### config.mk
export PLATFORM = sky130hd
export DESIGN_NAME = video_sync
export DESIGN_NICKNAME = d
export VERILOG_FILES = /design/src/rtl/video_sync.sv
export SDC_FILE = /design/constraint.sdc
export NUM_CORES = 1
export LEC_CHECK = 0
export BUFFER_PORTS_ARGS = -buffer_cell sky130_fd_sc_hd__buf_2
export CAP_MARGIN = 20
export CORE_UTILIZATION = 30
export CTS_CLUSTER_SIZE = 30
export DETAILED_ROUTE_END_ITERATION = 10
export GPL_ROUTABILITY_DRIVEN = 0
export SYNTH_ARGS = -nofsm -noshare
export SYNTH_HDL_FRONTEND = slang
export SYNTH_SLANG_ARGS = --single-unit
### constraint.sdc
create_clock -name clk -period 6.3 [get_ports clk]
set_input_delay 0.63 -clock clk [delete_from_list [all_inputs] [get_ports clk]]
set_output_delay 0.63 -clock clk [all_outputs]
set_load 0.1 [all_outputs]
### src/rtl/video_sync.sv
// Raster timing generator with a 4-clk pixel cadence and a small
// register port exposing position, frame count and vblank interrupt.
module video_sync #(
    parameter int H_DISPLAY = 160,
    parameter int H_FRONT   = 8,
    parameter int H_SYNC    = 16,
    parameter int H_BACK    = 16,
    parameter int V_DISPLAY = 96,
    parameter int V_FRONT   = 4,
    parameter int V_SYNC    = 4,
    parameter int V_BACK    = 16
) (
    input  logic       clk,
    input  logic       reset,
    input  logic       cs,
    input  logic       rw,
    input  logic [1:0] addr,
    input  logic [7:0] di,
    output logic [7:0] dout,
    output logic [7:0] hpos,
    output logic [6:0] vpos,
    output logic       hsync,
    output logic       vsync,
    output logic       display_on,
    output logic       pix_en,
    output logic       irq
);

    localparam int H_TOTAL = H_DISPLAY + H_FRONT + H_SYNC + H_BACK;
    localparam int V_TOTAL = V_DISPLAY + V_FRONT + V_SYNC + V_BACK;

    localparam logic [7:0] H_LAST = 8'(H_TOTAL - 1);
    localparam logic [8:0] H_VIS  = 9'(H_DISPLAY);
    localparam logic [8:0] HS_BEG = 9'(H_DISPLAY + H_FRONT);
    localparam logic [8:0] HS_END = 9'(H_DISPLAY + H_FRONT + H_SYNC);

    localparam logic [6:0] V_LAST = 7'(V_TOTAL - 1);
    localparam logic [6:0] V_PRE  = 7'(V_DISPLAY - 1);
    localparam logic [6:0] V_BLK  = 7'(V_DISPLAY);
    localparam logic [7:0] V_VIS  = 8'(V_DISPLAY);
    localparam logic [7:0] VS_BEG = 8'(V_DISPLAY + V_FRONT);
    localparam logic [7:0] VS_END = 8'(V_DISPLAY + V_FRONT + V_SYNC);

    logic [1:0] phase;
    logic [1:0] phase_next;
    logic [7:0] frame_cnt;
    logic [7:0] frame_next;
    logic       irq_pending;
    logic       irq_enable;
    logic       pend_next;
    logic       en_next;

    logic       step;
    logic       line_end;
    logic       vbl_start;
    logic       reg_wr;
    logic       rd_en;
    logic       vblank;
    logic [7:0] h_next;
    logic [6:0] v_next;
    logic [7:0] rd_data;
    logic       hs_next;
    logic       vs_next;
    logic       de_next;

    always_comb begin
        phase_next = phase + 2'd1;
        step       = (phase == 2'd3);
        line_end   = step && (hpos == H_LAST);
        h_next     = hpos;
        v_next     = vpos;
        if (step) begin
            h_next = line_end ? 8'd0 : hpos + 8'd1;
        end
        if (line_end) begin
            v_next = (vpos == V_LAST) ? 7'd0 : vpos + 7'd1;
        end
    end

    // Entering the first blanked line marks a new frame.
    assign vbl_start = line_end && (vpos == V_PRE) && (v_next == V_BLK);

    assign hs_next = ({1'b0, h_next} >= HS_BEG) && ({1'b0, h_next} < HS_END);
    assign vs_next = ({1'b0, v_next} >= VS_BEG) && ({1'b0, v_next} < VS_END);
    assign de_next = ({1'b0, h_next} < H_VIS) && ({1'b0, v_next} < V_VIS);

    assign reg_wr = cs && rw && (addr == 2'd3);
    assign rd_en  = cs && !rw;
    assign vblank = (vpos >= V_BLK);

    always_comb begin
        frame_next = frame_cnt + {7'd0, vbl_start};
        en_next    = reg_wr ? di[1] : irq_enable;
        pend_next  = irq_pending;
        if (reg_wr && di[0]) begin
            pend_next = 1'b0;
        end
        // A set landing on the same clk as a clear must not be lost.
        if (vbl_start) begin
            pend_next = 1'b1;
        end
    end

    always_comb begin
        rd_data = 8'd0;
        unique case (addr)
            2'd0: rd_data = hpos;
            2'd1: rd_data = {1'b0, vpos};
            2'd2: rd_data = frame_cnt;
            2'd3: rd_data = {5'd0, vblank, irq_enable, irq_pending};
        endcase
    end

    always_ff @(posedge clk) begin
        if (reset) begin
            phase       <= 2'd0;
            hpos        <= 8'd0;
            vpos        <= 7'd0;
            frame_cnt   <= 8'd0;
            irq_pending <= 1'b0;
            irq_enable  <= 1'b0;
            dout        <= 8'd0;
            hsync       <= 1'b0;
            vsync       <= 1'b0;
            display_on  <= 1'b1;
            pix_en      <= 1'b0;
            irq         <= 1'b0;
        end else begin
            phase       <= phase_next;
            hpos        <= h_next;
            vpos        <= v_next;
            frame_cnt   <= frame_next;
            irq_pending <= pend_next;
            irq_enable  <= en_next;
            if (rd_en) begin
                dout <= rd_data;
            end
            hsync       <= hs_next;
            vsync       <= vs_next;
            display_on  <= de_next;
            pix_en      <= (phase_next == 2'd3);
            irq         <= pend_next && en_next;
        end
    end

endmodule

==> metrics.log, run 1 <==
[metrics] R2R cell count: 9
[metrics] latest clock arrival within the worst-skew pair: 0.30 ns
[metrics] Max Cap Violations: 0
[metrics] utilization of the core after routing: 0.3589
[metrics] Hold Crit Class: reg -> reg
[metrics] number of sinks handled by clock tree synthesis: 40
[metrics] power density over the cells: 207.1 nW/um^2
[metrics] Slew @ Worst Pin: 0.6798 ns
[metrics] maximum number of pins on one net before global-route repair: 39
[metrics] Total Die Area: 7055 um^2
[metrics] count of nets left with antenna violations after detail routing: 0
[metrics] Syn Inst Count: about 220
[metrics] HPWL after detailed placement: 3134 um
[metrics] library cell with the highest instance count after synthesis: sky130_fd_sc_hd__dfxtp_1
[metrics] number of synthesized flops with an enable pin: 0
[metrics] count of pins over their slew limit: 0
[metrics] Placement Rows: 29
[metrics] startpoint of the lowest-slack hold path: dout[0]
[metrics] Core Region: 6422 um^2
[metrics] Avg Synthesized Cell Area: 9.085 um^2
[metrics] end point of the most critical hold path: dout[0]
[metrics] leading area contributor after synthesis: sky130_fd_sc_hd__dfxtp_1
[metrics] DRC marker count from the first detailed-route iteration: 67
[metrics] number of synthesized register bits: 40
[metrics] horizontal extent of the die: approximately 84 um
[metrics] area of all placed cells without fillers: 2305 um^2
[metrics] Clock H-tree levels: 2
[metrics] top achievable clock speed: 402.0 MHz
[metrics] Crit path arrival time: 2.65 ns
[metrics] All-Layer GR Usage: 0.1329
[metrics] Avg Vias per Cell: 5.003
[metrics] leakage component of the power: between 0.9 and 1 nW
[metrics] proportion of layout cells with a drive suffix above 1: 0.2253
[metrics] placed instance area: about 2200 um^2
[metrics] largest vdd supply drop: 64.71 uV
[metrics] setup repair after global routing missed its margin: no
[metrics] fraction of the cycle the final worst path needs: 0.3948
[metrics] Wirelength per Cell: 13.21 um
[metrics] Reg-to-Reg End: frame_cnt[5]
[metrics] number of buffers on the longest clock path: 2
[metrics] number of antenna violations at the first check in global routing: 0
[metrics] starting density of the core: 0.3140
[metrics] global-route wire length before repair: 7327 um
[metrics] post-synth net total: 243
[metrics] top area cells in the synthesized netlist: sky130_fd_sc_hd__dfxtp_1 (40%), sky130_fd_sc_hd__nor2_1 (5.6%), sky130_fd_sc_hd__ha_1 (4.3%), sky130_fd_sc_hd__mux2i_1 (4.0%), sky130_fd_sc_hd__mux4_2 (3.3%)
[metrics] hold violation count in the final report: 0
[metrics] chain of cells forming the critical path: ha_1, nand3_1, nor3_1, and3_1, ha_1, and3_1, nand3_1, xor2_1, nor2_1
[metrics] Largest stage delay, worst path: roughly 0.52 ns
[metrics] number of remaining DRC errors: 1
[metrics] via count of the first global-routing pass: 1506
[metrics] highest net fanout along the worst path: 7
[metrics] number of input and output port buffers inserted: 35
[metrics] total grt overflow: 0
[metrics] clk slew on worst S/H paths: 0.08 ns
[metrics] number of cells on the worst hold path: 2
[metrics] critical path start-end classification: reg -> reg
[metrics] number of placed I/O pins: 42
[metrics] min cycle time layout: 2.487 ns
[metrics] Crit. End Element: flop
[metrics] library cell used as clock root buffer: sky130_fd_sc_hd__clkbuf_8
[metrics] share of the synthesized area in the top cell type: 0.3970
[metrics] y dimension of the die: ~84 um
[metrics] total wirelength of the detailed-routed design: 4358 um
[metrics] launch point of the worst reg-to-reg path: hpos[0]
[metrics] reg-to-reg slack, setup: ~3.8 ns
[metrics] dominant synthesized flop cell: sky130_fd_sc_hd__dfxtp_1
[metrics] Post-CTS Resized: 0
[metrics] total power of the final layout: approximately 0.00048 W
[metrics] iteration count of the initial detailed-routing pass: 7
[metrics] count of endpoints failing setup in the final report: 0
[metrics] clock tree from TritonCTS: done
[metrics] Layout Nets: 273
[metrics] proportion of synthesized flip-flops having asynchronous set or reset: 0
[metrics] Inserted Clock Buffers: 5
[metrics] most frequent cells after synthesis: sky130_fd_sc_hd__dfxtp_1 (40), sky130_fd_sc_hd__nor2_1 (30), sky130_fd_sc_hd__nand2_1 (14)
[metrics] count of different cell masters after synthesis: 46
[metrics] Data required, critical path: 6.46 ns
[metrics] failing checks: DRC
[metrics] worst hold-check slack: roughly 0.46 ns
[metrics] worst relative slew slack: 0.5468
[metrics] worst setup skew after layout: 0.009017 ns
[metrics] via count: 1651
[metrics] total setup buffers inserted after CTS: 0
[metrics] cell area after synthesis: 2017 um^2
[metrics] element type at the critical path start: flop
[metrics] CP max stage cell: sky130_fd_sc_hd__dfxtp_1
[metrics] total of warnings raised by yosys: 0
[metrics] total negative slack: 0 ns
[metrics] CTS Hold Bufs: 0
[metrics] synthesis-to-layout area growth: 14.27%
[metrics] number of antenna repair diodes: 0
[metrics] share of synthesized area occupied by flip-flops and latches: 0.3970
[metrics] run status: finished, violations left
[power by group]
part	internal [W]	switching, W
clock network	0.0000886	0.0000912
logic	0.00000864	0.0000299
registers	0.000256	0.00000280
total	0.000353	0.000124
[logic make-up after synthesis]
logic type      count (synthesis)  share of synthesized area
compound gates                 30                    0.09243
xor+xnor                       12                    0.05211
fa+ha+maj                       7                    0.04342
buf+inv                        20                    0.05708
flops                          40                     0.3970
mux                            12                    0.07878
simple gates                  101                     0.2792
[worst max-delay path by stage]
stage	startpoint	slack, ns	cells after the start	endpoint
6_report	hpos[0]	3.81	9	frame_cnt[5]
5_1_grt	hpos[0]	3.56	9	frame_cnt[7]
4_1_cts	hpos[0]	3.82	9	frame_cnt[5]
3_5_place_dp	hpos[0]	3.86	9	frame_cnt[5]
3_3_place_gp	hpos[0]	3.86	9	frame_cnt[7]
2_1_floorplan	hpos[0]	3.49	9	frame_cnt[5]
[cell usage in the layout, fill, tap and decap left out, types with 8 or more instances in the layout]
cell type,count
sky130_fd_sc_hd__dfxtp_1,40
sky130_fd_sc_hd__mux2i_1,8
sky130_fd_sc_hd__buf_2,35
sky130_fd_sc_hd__a21oi_1,12
sky130_fd_sc_hd__nor3_1,12
sky130_fd_sc_hd__nand2_1,14
sky130_fd_sc_hd__nor2_1,30
[routing by layer]
metal,vias to the layer above,GRT usage,wire length [um]
li1,842,-,-
met1,768,0.1707,2088
met5,-,0,0
met3,7,0.03660,225
met4,0,0.07053,74
met2,34,0.2019,1969
[worst max-delay path: cells and delay by family, from the launching register on]
kind                       cells  cell delay, ns
xor gates and xnor gates       1            0.16
DFF                            1            0.52
and+or+nand+nor                6            1.20
adders and majority gates      2            0.49
[layout make-up]
type / instances / area, um^2
Multi-Input combinational cell: 162 / 1101
Clock buffer: 6 / 82.58
Sequential cell: 40 / 800.8
Fill cell: 674 / 4118
Tap cell: 77 / 96.34
Timing Repair Buffer: 36 / 182.7
Inverter: 7 / 26.28
Clock inverter: 2 / 15.01
[per-stage QoR]
stage               instances  worst slack, ns
finish                    330            3.813
global placement          322            3.863
global route              330            3.556
floorplan                 222            3.493
detailed placement        322            3.856
CTS                       330            3.821
[flip-flops by register name, summed over array words and instances, names as in the netlist]
register     count
dout             8
frame_cnt        8
hpos             8
vpos             7
phase            2
display_on       1
hsync            1
irq              1
irq_enable       1
irq_pending      1
pix_en           1
vsync            1
(Power assumes the default switching activity.)
==> run 2, diff against run 1 <==
Clock period 6.3 ns to 2.3 ns, I/O delays scaled along.
==> run 2 against run 1 <==
  * The run still ends with DRC left
  * Flip-flop and latch count did not move
  * Sequential power rose to 2.7 times the previous value
  * Die area did not move
  * Cell count rose by 2.7%
  * Worst setup slack got worse by 3.6 ns
  * Design area rose by 3.9%
  * First-iteration DRC count rose by 21%
  * Combinational power rose to 2.8 times the previous value
  * Clock skew fell by 0.0015 ns
  * Worst hold slack got worse by 0.25 ns
  * Register-to-register slack got worse by 3.6 ns
==> metrics.log, run 2 (synthesized netlist as in run 1, its figures left out) <==
[metrics] y dimension of the die: 84.00 um
[metrics] maximum number of pins on one net before global-route repair: 39
[metrics] total grt overflow: 0
[metrics] element type at the critical path start: flop
[metrics] largest vdd supply drop: 178.8 uV
[metrics] total power of the final layout: 0.001297 W
[metrics] critical path start-end classification: reg -> reg
[metrics] CP max stage cell: sky130_fd_sc_hd__dfxtp_4
[metrics] Data required, critical path: 2.46 ns
[metrics] iteration count of the initial detailed-routing pass: 7
[metrics] Largest stage delay, worst path: 0.39 ns
[metrics] Crit. End Element: flop
[metrics] global-route wire length before repair: 7997 um
[metrics] Max Cap Violations: 0
[metrics] via count: 1700
[metrics] horizontal extent of the die: 84.00 um
[metrics] number of placed I/O pins: 42
[metrics] number of cells after detailed placement: 330
[metrics] number of remaining DRC errors: 6
[metrics] Avg Vias per Cell: approximately 5.0
[metrics] count of nets left with antenna violations after detail routing: 0
[metrics] failing checks: DRC
[metrics] fraction of the cycle the final worst path needs: 0.9184
[metrics] proportion of layout cells with a drive suffix above 1: 0.2977
[metrics] highest net fanout along the worst path: 8
[metrics] clock tree from TritonCTS: done
[metrics] Total Die Area: 7055 um^2
[metrics] leakage component of the power: between 1 and 1.5 nW
[metrics] starting density of the core: 0.3140
[metrics] top achievable clock speed: 473.4 MHz
[metrics] library cell used as clock root buffer: sky130_fd_sc_hd__clkbuf_8
[metrics] number of antenna repair diodes: 0
[metrics] Core Region: roughly 6400 um^2
[metrics] number of sinks handled by clock tree synthesis: 40
[metrics] chain of cells forming the critical path: inv_1, ha_1, nor4b_1, and3_1, ha_1, and3_1, nand3_1, xor2_1, nor2_1
[metrics] count of pins over their slew limit: 0
[metrics] Crit path arrival time: approximately 2.3 ns
[metrics] placed instance area: 2286 um^2
[metrics] Reg-to-Reg End: frame_cnt[5]
[metrics] total wirelength of the detailed-routed design: 4652 um
[metrics] latest clock arrival within the worst-skew pair: ~0.29 ns
[metrics] R2R cell count: 9
[metrics] synthesis-to-layout area growth: 18.67%
[metrics] utilization of the core after routing: 0.3727
[metrics] HPWL after detailed placement: 3329 um
[metrics] launch point of the worst reg-to-reg path: vpos[0]
[metrics] DRC marker count from the first detailed-route iteration: 81
[metrics] commonest non-fill, non-tap cells in the layout: sky130_fd_sc_hd__buf_2 (35), sky130_fd_sc_hd__nor2_1 (30), sky130_fd_sc_hd__dfxtp_1 (29)
[metrics] Placement Rows: 29
[metrics] Hold Crit Class: in -> reg
[metrics] clk slew on worst S/H paths: 0.08 ns
[metrics] worst relative slew slack: 0.5420
[metrics] Wirelength per Cell: 13.72 um
[metrics] buffer and inverter count on the worst path: 1
[metrics] most common cell after layout, fill and taps aside: sky130_fd_sc_hd__buf_2
[metrics] Crit path max-delay family: simple AND/OR/NAND/NOR gates
[metrics] min cycle time layout: 2.112 ns
[metrics] biggest registers after layout: dout: 8 flops, frame_cnt: 8 flops, hpos: 8 flops
[metrics] area of all placed cells without fillers: 2394 um^2
[metrics] run status: finished, violations left
[metrics] Clock H-tree levels: 2
[metrics] count of endpoints failing setup in the final report: 0
[metrics] via count of the first global-routing pass: 1628
[metrics] Inserted Clock Buffers: 5
[metrics] worst setup skew after layout: around 0.0075 ns
[metrics] number of antenna violations at the first check in global routing: 0
[metrics] CTS Hold Bufs: 0
[metrics] end point of the most critical hold path: irq_enable
[metrics] startpoint of the lowest-slack hold path: di[1]
[metrics] reg-to-reg slack, setup: approximately 0.19 ns
[metrics] non-filler cells in the finished layout: around 340
[metrics] hold violation count in the final report: 0
[metrics] worst hold-check slack: 0.2079 ns
[metrics] number of cells on the worst hold path: 3
[metrics] number of input and output port buffers inserted: 35
[metrics] power density over the cells: 541.9 nW/um^2
[metrics] number of buffers on the longest clock path: 2
[metrics] Slew @ Worst Pin: 0.6869 ns
[metrics] All-Layer GR Usage: 0.1439
[metrics] Layout Nets: about 280
## run 2: area by class of cell
| type | instances | area, um^2 |
|---|---|---|
| Clock buffer | 6 | 82.58 |
| Clock inverter | 2 | 10.01 |
| Fill cell | 667 | 4029 |
| Inverter | 7 | 26.28 |
| Multi-Input combinational cell | 162 | 1104 |
| Sequential cell | 40 | 824.5 |
| Tap cell | 77 | 96.34 |
| Timing Repair Buffer | 45 | 250.2 |
## run 2: stage by stage
step | setup WS, ns | setup TNS, ns
6_report | 0.1878 | 0
5_1_grt | -0.002641 | -0.002641
4_1_cts | 0.1269 | 0
3_5_place_dp | 0.1637 | 0
3_3_place_gp | 0.1922 | 0
2_1_floorplan | 0.008350 | 0
## run 2: power breakdown
group | leakage [nW] | total (W) | switching (W) | internal [W]
Clock | 0.0510 | 0.000485 | 0.000245 | 0.000239
Sequential | 0.330 | 0.000705 | 0.00000748 | 0.000698
Combinational | 0.648 | 0.000107 | 0.0000824 | 0.0000248
Total | 1.03 | 0.00130 | 0.000335 | 0.000962
## run 2: repair_timing
item,in CTS,in global routing
buffers inserted,0,1
gates resized for setup,0,3
setup endpoints to repair,0,4
## run 2: worst max-delay path by stage
stage | to | start | cells past startpoint | slack (ns)
floorplan | frame_cnt[6] | hpos[4] | 8 | 0.008
global placement | frame_cnt[7] | hpos[0] | 9 | 0.19
detailed placement | frame_cnt[5] | vpos[0] | 9 | 0.16
CTS | frame_cnt[5] | vpos[0] | 9 | 0.13
global route | frame_cnt[4] | vpos[0] | 9 | -0.003
finish | frame_cnt[5] | vpos[0] | 9 | 0.19
## run 2: tightest hold or removal path, cell delays in order
cell and delay [ns]:
sky130_fd_sc_hd__buf_2 0.07, sky130_fd_sc_hd__mux2i_1 0.07, sky130_fd_sc_hd__nor2_1 0.09
## run 2: layer usage
| layer | vias to the layer above | routed length, um | global-route usage |
|---|---|---|---|
| met5 | - | 0 | 0 |
| met4 | 0 | 68 | 0.05799 |
| li1 | 852 | - | - |
| met1 | 816 | 2280 | 0.1845 |
| met3 | 6 | 166 | 0.03956 |
| met2 | 26 | 2136 | 0.2280 |
==> run 3, diff against run 2 <==
Settings changed: CORE_MARGIN set to 3.
==> run 3 against run 2 <==
  * The flow now finishes without violations
  * Via count fell by 1.2%
  * Cell count fell by 0.29%
  * Register-to-register slack barely moved
  * Sequential share of layout area fell by 0.40 points
  * Clock-buffer cell count fell by 1
  * Flip-flop and latch count did not move
  * Combinational power barely moved
  * Non-clock buffer count fell by 1
  * Worst hold slack got worse by 0.021 ns
  * Critical path depth did not move
  * Clock skew rose by 0.0018 ns
  * Sequential power barely moved
  * Critical path type unchanged
  * Critical endpoint is now frame_cnt[4]
==> metrics.log, run 3 (synthesized netlist as in run 1, its figures left out) <==
[metrics] leakage component of the power: 1.034 nW
[metrics] met2 track demand over resource: 0.2137
[metrics] reg-to-reg slack, setup: 0.17 ns
[metrics] run status: completed
[metrics] number of antenna violations at the first check in global routing: 0
[metrics] Max Cap Violations: 0
[metrics] number of placed I/O pins: 42
[metrics] critical path start-end classification: reg -> reg
[metrics] count of pins over their slew limit: 0
[metrics] Crit path arrival time: approximately 2.3 ns
[metrics] Multi-input gate area: 1106 um^2
[metrics] global-route wire length before repair: 7893 um
[metrics] number of antenna repair diodes: 0
[metrics] setup repair after global routing missed its margin: no
[metrics] power density over the cells: 585.6 nW/um^2
[metrics] DRC marker count from the first detailed-route iteration: 44
[metrics] CP max stage cell: sky130_fd_sc_hd__dfxtp_2
[metrics] Core Region: 6422 um^2
[metrics] utilization of the core after routing: 0.3748
[metrics] Clock H-tree levels: 2
[metrics] iteration count of the initial detailed-routing pass: 4
[metrics] horizontal extent of the die: between 80 and 90 um
[metrics] Top cell by count, worst path: sky130_fd_sc_hd__ha_1
[metrics] Layout Nets: 281
[metrics] most used routing layer: met2
[metrics] Data required, critical path: 2.47 ns
[metrics] proportion of layout cells with a drive suffix above 1: 0.2950
[metrics] Hold Crit Class: in -> reg
[metrics] area of all placed cells without fillers: ~2400 um^2
[metrics] top achievable clock speed: 470.5 MHz
[metrics] most common cell after layout, fill and taps aside: sky130_fd_sc_hd__buf_2
[metrics] hold violation count in the final report: 0
[metrics] number of input and output port buffers inserted: 35
[metrics] number of filler instances in the final layout: ~650
[metrics] synthesis-to-layout area growth: 19.35%
[metrics] All-Layer GR Usage: 0.1315
[metrics] total setup buffers inserted after CTS: 0
[metrics] fraction of the cycle the final worst path needs: 0.9242
[metrics] number of sinks handled by clock tree synthesis: 40
[metrics] commonest non-fill, non-tap cells in the layout: sky130_fd_sc_hd__buf_2 (35), sky130_fd_sc_hd__nor2_1 (30), sky130_fd_sc_hd__dfxtp_1 (29)
[metrics] biggest registers after layout: dout: 8 flops, frame_cnt: 8 flops, hpos: 8 flops
[metrics] chain of cells forming the critical path: inv_1, ha_1, nor4b_1, and3_1, ha_1, ha_1, nand3_1, xor2_1, nor2_1
[metrics] Avg Vias per Cell: 4.967
[metrics] flip-flop and latch area: 819.5 um^2
[metrics] highest net fanout along the worst path: 8
[metrics] non-filler cells in the finished layout: 338
[metrics] maximum number of pins on one net before global-route repair: 39
[metrics] latest clock arrival within the worst-skew pair: about 0.3 ns
[metrics] starting density of the core: 0.3140
[metrics] total negative slack: 0 ns
[metrics] min cycle time layout: 2.126 ns
[metrics] number of cells after detailed placement: 330
[metrics] total grt overflow: 0
[metrics] clk slew on worst S/H paths: roughly 0.09 ns
[metrics] Inserted Clock Buffers: 5
[metrics] Largest stage delay, worst path: 0.41 ns
[metrics] number of remaining DRC errors: 0
[metrics] library cell used as clock root buffer: sky130_fd_sc_hd__clkbuf_8
[metrics] y dimension of the die: between 80 and 90 um
[metrics] CTS Hold Bufs: 0
[metrics] count of endpoints failing setup in the final report: 0
[metrics] Placement Rows: 29
[metrics] Wirelength per Cell: ~14 um
[metrics] Slew @ Worst Pin: just under 0.7 ns
[metrics] Total Die Area: 7743 um^2
[metrics] Global Route met1 Usage: 0.1603
[metrics] total wirelength of the detailed-routed design: 4681 um
[metrics] met3 track utilization from global routing: 0.04045
[metrics] element type at the critical path start: flop
[metrics] placed instance area: 2286 um^2
[metrics] worst relative slew slack: 0.5438
[metrics] HPWL after detailed placement: 3385 um
[metrics] largest vdd supply drop: 243.0 uV
[metrics] via count of the first global-routing pass: 1623
[metrics] number of buffers on the longest clock path: 2
[metrics] clock tree from TritonCTS: done
[metrics] Crit. End Element: flop
[metrics] via count: 1679
[metrics] count of nets left with antenna violations after detail routing: 0
[metrics] worst setup skew after layout: 0.009315 ns
## run 3: report_power, final
part	internal, W	switching [W]
combinational	0.0000245	0.0000822
clock	0.000327	0.000269
sequential	0.000700	0.00000728
## run 3: critical path, delay by kind of cell, from the launching register on
family / cells / cell delay, ns
and+or+nand+nor: 4 / 0.67
xor gates and xnor gates: 1 / 0.18
buffers and inverters: 1 / 0.06
adders and majority gates: 3 / 0.69
DFF: 1 / 0.41
## run 3: area by class of cell
cell class                 count  area share
multi-input combinational    162      0.4595
sequential                    40      0.3404
timing repair buffer          44      0.1008
tap                           77     0.04002
clock buffer                   5     0.02859
clock inverter                 3     0.01975
inverter                       7     0.01091
## run 3: stage by stage
stage          hold WS [ns]  setup slack, ns  power (W)
2_1_floorplan        0.3933         0.008350  0.0008129
3_3_place_gp         0.4278           0.1937  0.0008306
3_5_place_dp         0.4366           0.1816  0.0008318
4_1_cts              0.1820           0.1327   0.001431
5_1_grt              0.1946          0.02638   0.001471
6_report             0.1864           0.1744   0.001410
## run 3: layer usage
metal | vias up | wire, um
li1 | 851 | -
met1 | 781 | 2145
met2 | 39 | 2159
met3 | 8 | 273
met4 | 0 | 102
met5 | - | 0
## run 3: what timing repair did
item	4_1_cts	5_1_grt
hold endpoints to repair	0	0
resized for setup	0	1
setup endpoints to repair	0	4
## run 3: path summary, 6_finish.rpt
kind	startpoint	endpoint	cells past startpoint
min	di[1]	irq_enable	3
max	vpos[0]	frame_cnt[4]	9
min reg2reg	dout[0]	dout[0]	2
max reg2reg	vpos[0]	frame_cnt[4]	9
